## src/rtl/mem_stage.sv

```systemverilog
`default_nettype none
// ============================================================================
// Module      : mem_stage
// Description : Pipeline MEM stage. Turns EX/MEM loads and stores into
//               data-memory requests, stalls upstream until they complete,
//               then registers the result for the store/writeback stage.
//               Define MEM_STAGE_INDIRECT_EN to enable two-access LDI/STI
//               (pointer read, then final access). Without it, LDI/STI
//               behave as LDR/STR.
// Revision    : 1.0 - initial release
// ============================================================================
module mem_stage (
    input  logic        clk,
    input  logic        reset_n,
    input  logic        mem_valid,
    input  logic [2:0]  mem_op,
    input  logic [15:0] mem_ir,
    input  logic [15:0] mem_npc,
    input  logic [15:0] mem_aluresult,
    input  logic [15:0] mem_sr_data,
    input  logic [2:0]  mem_drid,
    input  logic [3:0]  mem_cs,
    output logic        mem_stall,
    output logic [15:0] dmem_addr,
    output logic [15:0] dmem_wdata,
    output logic        dmem_read,
    output logic        dmem_write,
    output logic [1:0]  dmem_byte_enable,
    input  logic [15:0] dmem_rdata,
    input  logic        dmem_resp,
    output logic        sr_valid,
    output logic [15:0] sr_address_out,
    output logic [15:0] sr_data_out,
    output logic [15:0] sr_npc_out,
    output logic [15:0] sr_aluresult_out,
    output logic [15:0] sr_ir_out,
    output logic [2:0]  sr_drid_out,
    output logic [3:0]  sr_cs_out
);

    localparam logic [2:0] c_OP_NONE = 3'b000;
    localparam logic [2:0] c_OP_LDB  = 3'b010;
    localparam logic [2:0] c_OP_STR  = 3'b011;
    localparam logic [2:0] c_OP_STB  = 3'b100;
    localparam logic [2:0] c_OP_LDI  = 3'b101;
    localparam logic [2:0] c_OP_STI  = 3'b110;
    localparam logic [2:0] c_OP_RSVD = 3'b111;

    localparam logic [1:0] c_ST_IDLE = 2'd0;
    localparam logic [1:0] c_ST_ACC1 = 2'd1;
`ifdef MEM_STAGE_INDIRECT_EN
    localparam logic [1:0] c_ST_ACC2 = 2'd2;
`endif

    logic [1:0]  r_state;
    logic [1:0]  w_state_nxt;
    logic        w_is_mem;
    logic        w_is_store;
    logic        w_is_byte;
    logic        w_ptr_read;
    logic        w_stall;
    logic        w_done;
    logic [15:0] w_acc_addr;
    logic [7:0]  w_byte;
    logic [15:0] w_load_data;

`ifdef MEM_STAGE_INDIRECT_EN
    logic [15:0] r_ptr;
`endif

    // Opcode classification; w_ptr_read marks ops whose first access fetches a pointer
    always_comb begin
        w_is_mem   = mem_valid && (mem_op != c_OP_NONE) && (mem_op != c_OP_RSVD);
        w_is_store = (mem_op == c_OP_STR) || (mem_op == c_OP_STB) || (mem_op == c_OP_STI);
        w_is_byte  = (mem_op == c_OP_LDB) || (mem_op == c_OP_STB);
`ifdef MEM_STAGE_INDIRECT_EN
        w_ptr_read = (mem_op == c_OP_LDI) || (mem_op == c_OP_STI);
`else
        w_ptr_read = 1'b0;
`endif
    end

    // Address of the current access (unaligned) and the data a load returns
    always_comb begin
`ifdef MEM_STAGE_INDIRECT_EN
        w_acc_addr = (r_state == c_ST_ACC2) ? r_ptr : mem_aluresult;
`else
        w_acc_addr = mem_aluresult;
`endif
        w_byte = w_acc_addr[0] ? dmem_rdata[15:8] : dmem_rdata[7:0];
        if (mem_op == c_OP_LDB) begin
            w_load_data = {{8{w_byte[7]}}, w_byte};
        end else if (w_is_store) begin
            w_load_data = mem_sr_data;
        end else begin
            w_load_data = dmem_rdata;
        end
    end

    // Next-state logic and memory request; request only asserted in access states
    always_comb begin
        w_state_nxt      = r_state;
        w_stall          = 1'b0;
        w_done           = 1'b0;
        dmem_read        = 1'b0;
        dmem_write       = 1'b0;
        dmem_addr        = {w_acc_addr[15:1], 1'b0};
        dmem_byte_enable = 2'b11;
        dmem_wdata       = (mem_op == c_OP_STB) ? {mem_sr_data[7:0], mem_sr_data[7:0]}
                                                : mem_sr_data;
        case (r_state)
            c_ST_IDLE: begin
                if (w_is_mem) begin
                    w_stall     = 1'b1;
                    w_state_nxt = c_ST_ACC1;
                end
            end
            c_ST_ACC1: begin
                if (w_is_byte) begin
                    dmem_byte_enable = w_acc_addr[0] ? 2'b10 : 2'b01;
                end
                // A pointer fetch is always a read, even for STI
                dmem_read  = w_ptr_read | ~w_is_store;
                dmem_write = ~w_ptr_read & w_is_store;
                if (!dmem_resp) begin
                    w_stall = 1'b1;
                end
`ifdef MEM_STAGE_INDIRECT_EN
                else if (w_ptr_read) begin
                    w_stall     = 1'b1;
                    w_state_nxt = c_ST_ACC2;
                end
`endif
                else begin
                    w_done      = 1'b1;
                    w_state_nxt = c_ST_IDLE;
                end
            end
`ifdef MEM_STAGE_INDIRECT_EN
            c_ST_ACC2: begin
                dmem_read  = ~w_is_store;
                dmem_write = w_is_store;
                if (dmem_resp) begin
                    w_done      = 1'b1;
                    w_state_nxt = c_ST_IDLE;
                end else begin
                    w_stall = 1'b1;
                end
            end
`endif
            default: begin
                w_state_nxt = c_ST_IDLE;
            end
        endcase
    end

    // Stall is forced low while reset is held, even if upstream presents a memory op
    assign mem_stall = w_stall & reset_n;

    // FSM state register
    always_ff @(posedge clk or negedge reset_n) begin
        if (!reset_n) begin
            r_state <= c_ST_IDLE;
        end else begin
            r_state <= w_state_nxt;
        end
    end

`ifdef MEM_STAGE_INDIRECT_EN
    // Pointer returned by the first indirect access
    always_ff @(posedge clk or negedge reset_n) begin
        if (!reset_n) begin
            r_ptr <= 16'h0000;
        end else if ((r_state == c_ST_ACC1) && w_ptr_read && dmem_resp) begin
            r_ptr <= dmem_rdata;
        end
    end
`endif

    // Store/writeback stage registers: pass-through in IDLE, load on completion
    always_ff @(posedge clk or negedge reset_n) begin
        if (!reset_n) begin
            sr_valid         <= 1'b0;
            sr_address_out   <= 16'h0000;
            sr_data_out      <= 16'h0000;
            sr_npc_out       <= 16'h0000;
            sr_aluresult_out <= 16'h0000;
            sr_ir_out        <= 16'h0000;
            sr_drid_out      <= 3'b000;
            sr_cs_out        <= 4'b0000;
        end else if (((r_state == c_ST_IDLE) && !w_is_mem) || w_done) begin
            sr_valid         <= w_done ? 1'b1 : mem_valid;
            sr_address_out   <= w_done ? w_acc_addr : mem_aluresult;
            sr_data_out      <= w_done ? w_load_data : mem_sr_data;
            sr_npc_out       <= mem_npc;
            sr_aluresult_out <= mem_aluresult;
            sr_ir_out        <= mem_ir;
            sr_drid_out      <= mem_drid;
            sr_cs_out        <= mem_cs;
        end else begin
            sr_valid <= 1'b0;
        end
    end

endmodule
`default_nettype wire

```

## config.mk

```make
export PLATFORM = sky130hd
export DESIGN_NAME = mem_stage
export DESIGN_NICKNAME = d
export VERILOG_FILES = /design/src/rtl/mem_stage.sv
export SDC_FILE = /design/constraint.sdc
export NUM_CORES = 1
export LEC_CHECK = 0
export BUFFER_PORTS_ARGS = -buffer_cell sky130_fd_sc_hd__buf_2
export CAP_MARGIN = 20
export CELL_PAD_IN_SITES_DETAIL_PLACEMENT = 1
export CELL_PAD_IN_SITES_GLOBAL_PLACEMENT = 1
export CORE_MARGIN = 1.5
export CORE_UTILIZATION = 28
export DETAILED_ROUTE_END_ITERATION = 10
export PLACE_DENSITY_LB_ADDON = 0.1
export SYNTH_ARGS = -nofsm -noshare
export SYNTH_HDL_FRONTEND = slang
export SYNTH_SLANG_ARGS = --single-unit
```

## constraint.sdc

```tcl
create_clock -name clk -period 1.4 [get_ports clk]
set_input_delay 0.14 -clock clk [delete_from_list [all_inputs] [get_ports clk]]
set_output_delay 0.14 -clock clk [all_outputs]
set_load 0.01 [all_outputs]
```

==> results of run 1 <==
## worst paths after layout
path / to / slack, ps / cells after the start
setup / recovery: mem_stall / -260 / 5
hold / removal: sr_aluresult_out[1]$_DFFE_PN0P_ / 8 / 3
setup reg to reg: sr_aluresult_out[15]$_DFFE_PN0P_ / -230 / 7
hold reg to reg: sr_npc_out[11]$_DFFE_PN0P_ / 470 / 2
max in group asynchronous: sr_data_out[14]$_DFFE_PN0P_ / 670 / 3
min in group asynchronous: sr_npc_out[2]$_DFFE_PN0P_ / 370 / 3
## through the flow
stage               instance area, um2  hold slack, ps
finish                            5790            8.26
global route                      5790            18.6
CTS                               5780           0.396
detailed placement                5010             215
global placement                  5010             223
floorplan                         3820            -156
## area by class of cell
cell class / instances / area, um2 / area share (%)
tap: 176 / 220 / 3.81
timing repair buffer: 286 / 1880 / 32.5
clock buffer: 10 / 239 / 4.13
inverter: 3 / 26.3 / 0.454
clock inverter: 6 / 42.5 / 0.735
multi-input combinational: 307 / 1550 / 26.8
sequential: 73 / 1830 / 31.6
## cells by family after synthesis
kind of cell,count (synthesis)
multiplexers,9
flip-flops,73
other,1
XOR/XNOR,1
buffers and inverters,67
AO/OA/AOI/OAI,54
AND/OR/NAND/NOR,242
## power by group
group          total [mW]  switching, mW  internal, mW
clock                2.18          0.931          1.25
combinational        2.44           1.33          1.11
sequential           2.76          0.234          2.53
total                7.38           2.49          4.89
## worst register-to-register path: stages (launching register included)
cell	delay, ps
dfrtp_1	400
nand2b_4	150
o32a_4	350
clkinv_8	70
buf_6	150
bufbuf_16	300
nand2_1	80
nand2_1	70
## routing by layer
layer | wire length [um] | GRT usage, % | vias to the layer above
met5 | 0 | 0 | -
met4 | 238 | 6.55 | 0
met3 | 701 | 2.92 | 13
met2 | 6520 | 32.5 | 121
met1 | 5860 | 23.9 | 1857
li1 | - | - | 1880
## state kept, by name, summed over array words and instances, names as in the netlist
register	count
sr_cs_out	4
r_state	1
sr_drid_out	3
sr_aluresult_out	16
sr_ir_out	16
sr_npc_out	16
sr_valid	1
sr_data_out	16
## cells in the final DEF (no fill, tap or decap), drive strengths merged
| master | netlist | routed |
|---|---|---|
| buf | 60 | 253 |
| nand2 | 190 | 190 |
| dfrtp | 73 | 73 |
| dlygate4sd3 | 0 | 31 |
| nand3 | 16 | 16 |
| a21oi | 16 | 16 |
| o21ai | 15 | 15 |
| clkbuf | 4 | 10 |
| mux2 | 8 | 8 |
| nand3b | 8 | 8 |
| nor2b | 7 | 7 |
| a22o | 7 | 7 |
| o31ai | 7 | 7 |
| a211oi | 6 | 6 |
| and3 | 5 | 5 |
| nor2 | 5 | 5 |
| nand2b | 5 | 5 |
| clkinv | 1 | 4 |
| inv | 2 | 3 |
| nor3 | 3 | 3 |
| clkinvlp | 0 | 2 |
| bufbuf | 0 | 2 |
| and2 | 2 | 2 |
| xnor2 | 1 | 1 |
| o32a | 1 | 1 |
| o21bai | 1 | 1 |
| mux2i | 1 | 1 |
| a21boi | 1 | 1 |
| and4bb | 1 | 1 |
| conb | 1 | 1 |
## repair_timing
action	in CTS	in global routing
cloned	2	0
pin swaps	3	3
hold buffers	31	0
endpoints found under the setup margin	83	77
endpoints found under the hold margin	103	0
gates resized for setup	16	4
buffers inserted	4	0
==> run_results.csv, run 1 <==
group,metric,value,unit
final_layout,fin_cells,861,
place,dp_slack,-163,ps
clock_network,clock-sinks,73,
clock_network,clock_latency,340,ps
synthesis,syn_area_per_cell,8.50,um2
pwr,vdd.ir_drop.worst,0.000508,V
critical_path,crit_path_max_fanout,3,
synthesis,synth.yosys.seq_area_share,48.1,%
synthesis,synthesis.nets,541,
final_layout,area_delta_synth_final,52.4,%
sta,drv_slew,0,
critical_path,cp_top_family,"flip-flops",
synthesis,synth_commonest_cells,"190 x nand2_1, 73 x dfrtp_1, 40 x buf_4",
die,num_rows,42,
critical_path,cpMaxStageDelayCell,"dfrtp_1",
critical_path,crit_start,"r_state[0]$_DFFE_PN0P_",
synthesis,synth-compound-area-share,8.93,%
critical_path,crit_required,1260,ps
grt,antenna_found_initial,0,
sta,finalSetupTns,-10000,ps
sta,setup_viol,74,
critical_path,endpoint_kind,"output port",
route,drcViolationCount,0,
sta,slew_headroom,57.4,%
die,start_util,28.7,%
die,die_area,14300,um2
synthesis,synth_top_area_share,48.1,%
pwr,power_density,1280,nW/um2
sta,min_period,1660,ps
synthesis,synth_cell_type_count,33,
synthesis,synthXorXnorAreaFrac,0.231,%
route,dr_total_vias,3871,
synthesis,ys_ff_latch,73,
sta,rsz0062_at_grt,"true",
clock_network,cts_root_buffer,"clkbuf_16",
clock_network,htreeDepth,3,
grt,grt_first_pass_wirelength,20800,um
synthesis,ys_warn_count,0,
die,num_io_pins,219,
sta,hold_viol,0,
sta,post-route-period-util,119,%
critical_path,worstSetupPathType,"reg -> out",
clock_network,cts_made_buffers,9,
clock_network,cts_tree,"yes",
critical_path,crit_chain,"nand2b_4, o32a_4, clkinv_8, and2_4, buf_6",
clock_network,cts.path.max_buffers,2,
synthesis,synth_cells,447,
synthesis,yosys.area_share.simple,27.1,%
route,drtIter0Drc,166,
route,vias_per_cell,4.50,
critical_path,startpoint_type,"register",
synthesis,ys.flop_type,"dfrtp_1",
clock_network,clkSlewWorstSetupHoldPaths,60,ps
sta,max_freq,602,MHz
synthesis,synth_top_family_by_area,"simple AND/OR/NAND/NOR gates",
route,dr.pass1.iters,4,
grt,grt_pass1_vias,3999,
die,chipHeight,119,um
synthesis,synth_area_leaders,"dfrtp_1 48%, nand2_1 19%, buf_4 7.9%",
grt,overflow,0,
pwr,p_total,7.38,mW
critical_path,slowest_delay,400,ps
die,dieWidth,119,um
route,post_drt_wl_per_cell,15.5,um
synthesis,synthMuxAreaShare,2.64,%
place,dp.cells,809,
critical_path,crit_arrival,1520,ps
run,drv_cap,0,
route,ant_nets,0,
pwr,leakage,3.14,nW
sta,worst_slew_pin_slew,637,ps
grt,grt_max_degree,74,
status,violations,"negative setup slack",
final_layout,final_core_util,43.7,%
synthesis,synth_most_common_cell,"nand2_1",
final_layout,nets,774,
place,dp_hpwl,9430,um
sta,fin_skew,8.87,ps
final_layout,fill_cells,1641,
status,outcome,"complete, but fails checks",
place,gp_congestion,0.764,
synthesis,synth-adder-area-share,0,%
route,wl,13300,um
synthesis,syn_area,3800,um2
critical_path,r2r-start,"r_state[0]$_DFFE_PN0P_",
die,core,13200,um2
final_layout,diodes,0,
synthesis,synth-edff-count,0,
grt,grtUsageTotal,18.8,%
critical_path,crit_buf_inv,2,
synthesis,async_flop_share,100,%
place,portBuffers,217,
hold_path,holdCritPathClass,"in -> reg",
sta,worst_slack,-262,ps
synthesis,synth_top_area_cell,"dfrtp_1",
final_layout,drive_gt1_share,42.6,%
hold_path,hp-start,"mem_aluresult[1]",
Power figures use the tool's default switching activity.
==> inputs of run 2 (changes only) <==
--- a/config.mk
+++ b/config.mk
@@ -5,7 +5,8 @@
 export SDC_FILE = /design/constraint.sdc
 export NUM_CORES = 1
 export LEC_CHECK = 0
-export BUFFER_PORTS_ARGS = -buffer_cell sky130_fd_sc_hd__buf_2
+export ABC_CLOCK_PERIOD_IN_PS = 1400
+export BUFFER_PORTS_ARGS = -buffer_cell sky130_fd_sc_hd__buf_4
 export CAP_MARGIN = 20
 export CELL_PAD_IN_SITES_DETAIL_PLACEMENT = 1
 export CELL_PAD_IN_SITES_GLOBAL_PLACEMENT = 1
==> run 2 against run 1 <==
  * Fmax rose by 0.11%
  * Clock-buffer cell count is 1 higher
  * Combinational power increased by 25%
  * Total power is 10% higher
  * The flow still finishes with violations (negative setup slack)
==> run_results.csv, run 2 (synthesized netlist as in run 1, its figures left out) <==
group,metric,value,unit
status,outcome,"complete, but fails checks",
status,violations,"negative setup slack",
clock_network,clkSlewWorstSetupHoldPaths,60,ps
hold_path,holdCritPathClass,"in -> reg",
die,start_util,28.7,%
critical_path,rrSetupSlack,-170,ps
clock_network,clock_latency,340,ps
sta,fin_skew,5.41,ps
pwr,swShare,33.1,%
route,drcViolationCount,0,
pwr,intPower,5.44,mW
critical_path,slowest_delay,380,ps
final_layout,diodes,0,
route,wl_met2,7450,um
final_layout,stdcell_area,6600,um2
grt,overflow,0,
sta,slew_headroom,59.9,%
sta,setup_viol,74,
critical_path,endpoint_kind,"output port",
critical_path,reg2reg_depth,8,
route,drtIter0Drc,147,
route,vias_per_cell,4.57,
place,post_dp_cell_area,5490,um2
sta,drv_slew,0,
critical_path,worstSetupPathType,"reg -> out",
route,wirelength_met1,6660,um
pwr,vdd.ir_drop.worst,0.000572,V
die,chipHeight,119,um
final_layout,final_cell_mix,"233 x buf_4, 184 x nand2_1, 73 x dfrtp_1",
route,post_drt_wl_per_cell,17.2,um
pwr,power_density,1230,nW/um2
clock_network,cts_root_buffer,"clkbuf_16",
place,dp.cells,804,
place,portBuffers,217,
die,core,13200,um2
final_layout,nets,790,
pwr,seqPwrFrac,34.5,%
route,ant_nets,0,
hold_path,min_to,"sr_npc_out[5]$_DFFE_PN0P_",
sta,post-route-period-util,119,%
die,num_rows,42,
final_layout,fin_cells,877,
critical_path,r2r-end,"sr_ir_out[14]$_DFFE_PN0P_",
sta,min_period,1660,ps
route,highest-signal-layer,"met4",
place,gp_congestion,0.778,
critical_path,startpoint_type,"register",
sta,worst_slew_pin_slew,600,ps
hold_path,hold_depth,3,
critical_path,crit_required,1260,ps
grt,antenna_found_initial,0,
pwr,switchingPower,2.69,mW
hold_path,hp-start,"mem_npc[5]",
place,dp_hpwl,9750,um
pwr,power_frac_clock,27.9,%
grt,grtUsageTotal,20.3,%
critical_path,crit_arrival,1520,ps
critical_path,r2r-start,"r_state[0]$_DFFE_PN0P_",
die,die_area,14300,um2
grt,grt_max_degree,74,
critical_path,cp_top_family,"flip-flops",
route,dr_wl_met3,675,um
sta,hold_viol,0,
route,dr.pass1.iters,4,
critical_path,cpMaxStageDelayCell,"dfrtp_1",
pwr,p_total,8.13,mW
die,num_io_pins,219,
grt,grt_first_pass_wirelength,22200,um
run,drv_cap,0,
final_layout,final_common_cell,"buf_4",
route,wl,15000,um
clock_network,clock-sinks,73,
sta,worst_slack,-260,ps
pwr,comb_power_share,37.6,%
clock_network,cts_made_buffers,9,
critical_path,crit_buf_inv,2,
final_layout,drive_gt1_share,43.4,%
sta,max_freq,602,MHz
final_layout,area_delta_synth_final,73.8,%
grt,grt_pass1_vias,4144,
die,dieWidth,119,um
critical_path,crit_path_max_fanout,3,
pwr,leakage,3.42,nW
clock_network,cts.path.max_buffers,2,
clock_network,htreeDepth,3,
critical_path,crit_chain,"nand2b_4, o32a_4, clkinv_8, and2_4, buf_6",
clock_network,cts_tree,"yes",
route,dr_total_vias,4010,
sta,rsz0062_at_grt,"true",
## run 2: worst max path at each step
stage	end	startpoint	slack, ps	cells past startpoint
4_1_cts	mem_stall	r_state[0]$_DFFE_PN0P_	-260	5
2_1_floorplan	mem_stall	r_state[0]$_DFFE_PN0P_	-3	6
5_1_grt	mem_stall	r_state[0]$_DFFE_PN0P_	-300	5
6_report	mem_stall	r_state[0]$_DFFE_PN0P_	-260	5
3_3_place_gp	sr_data_out[0]$_DFFE_PN0P_	mem_op[2]	-90	7
3_5_place_dp	sr_data_out[0]$_DFFE_PN0P_	mem_op[0]	-160	6
## run 2: timing repair
item                                    in CTS  in global routing
hold buffers                                45                  0
pin swaps                                    2                 15
resized for setup                           15                 26
cloned                                       2                  5
endpoints found under the setup margin      81                 80
setup buffers                                3                  3
hold endpoints to repair                   117                  0
## run 2: area by class of cell
cell class,count,area (um2)
Inverter,3,26.3
Clock inverter,5,37.5
Sequential cell,73,1830
Multi-Input combinational cell,307,1580
Tap cell,176,220
Fill cell,1545,6640
Clock buffer,11,253
Timing Repair Buffer,302,2660
## run 2: metrics by stage
stage | setup WS, ps | hold slack (ps) | TNS (ps) | utilization, %
2_1_floorplan | -2.59 | -156 | -2.59 | -
3_3_place_gp | -89.4 | 220 | -2650 | 41.5
3_5_place_dp | -156 | 215 | -7710 | 41.5
4_1_cts | -260 | 0.226 | -9680 | 48.3
5_1_grt | -298 | 12.3 | -13410 | 49.8
6_report | -260 | 3.93 | -8860 | 49.8
## run 2: power groups by stage
| stage | clock (mW) | sequential (mW) | combinational (mW) |
|---|---|---|---|
| 6_report | 2.27 | 2.80 | 3.06 |
| 2_1_floorplan | 0 | 2.99 | 1.06 |
| 3_5_place_dp | 0 | 2.84 | 2.58 |
| 4_1_cts | 2.32 | 2.80 | 2.87 |
| 3_3_place_gp | 0 | 2.82 | 2.53 |
| 5_1_grt | 2.42 | 2.86 | 3.30 |
## run 2: worst min-delay path: cells and delay by family
| kind | cells | cell delay, ps |
|---|---|---|
| buffers and inverters | 1 | 80 |
| AND/OR/NAND/NOR | 2 | 90 |
## run 2: per-layer routing
layer  up-vias  global-route usage, %
met4         0                   7.51
met3        16                   3.30
met1      1942                   25.6
li1       1919                      -
met2       133                   34.9
met5         -                      0
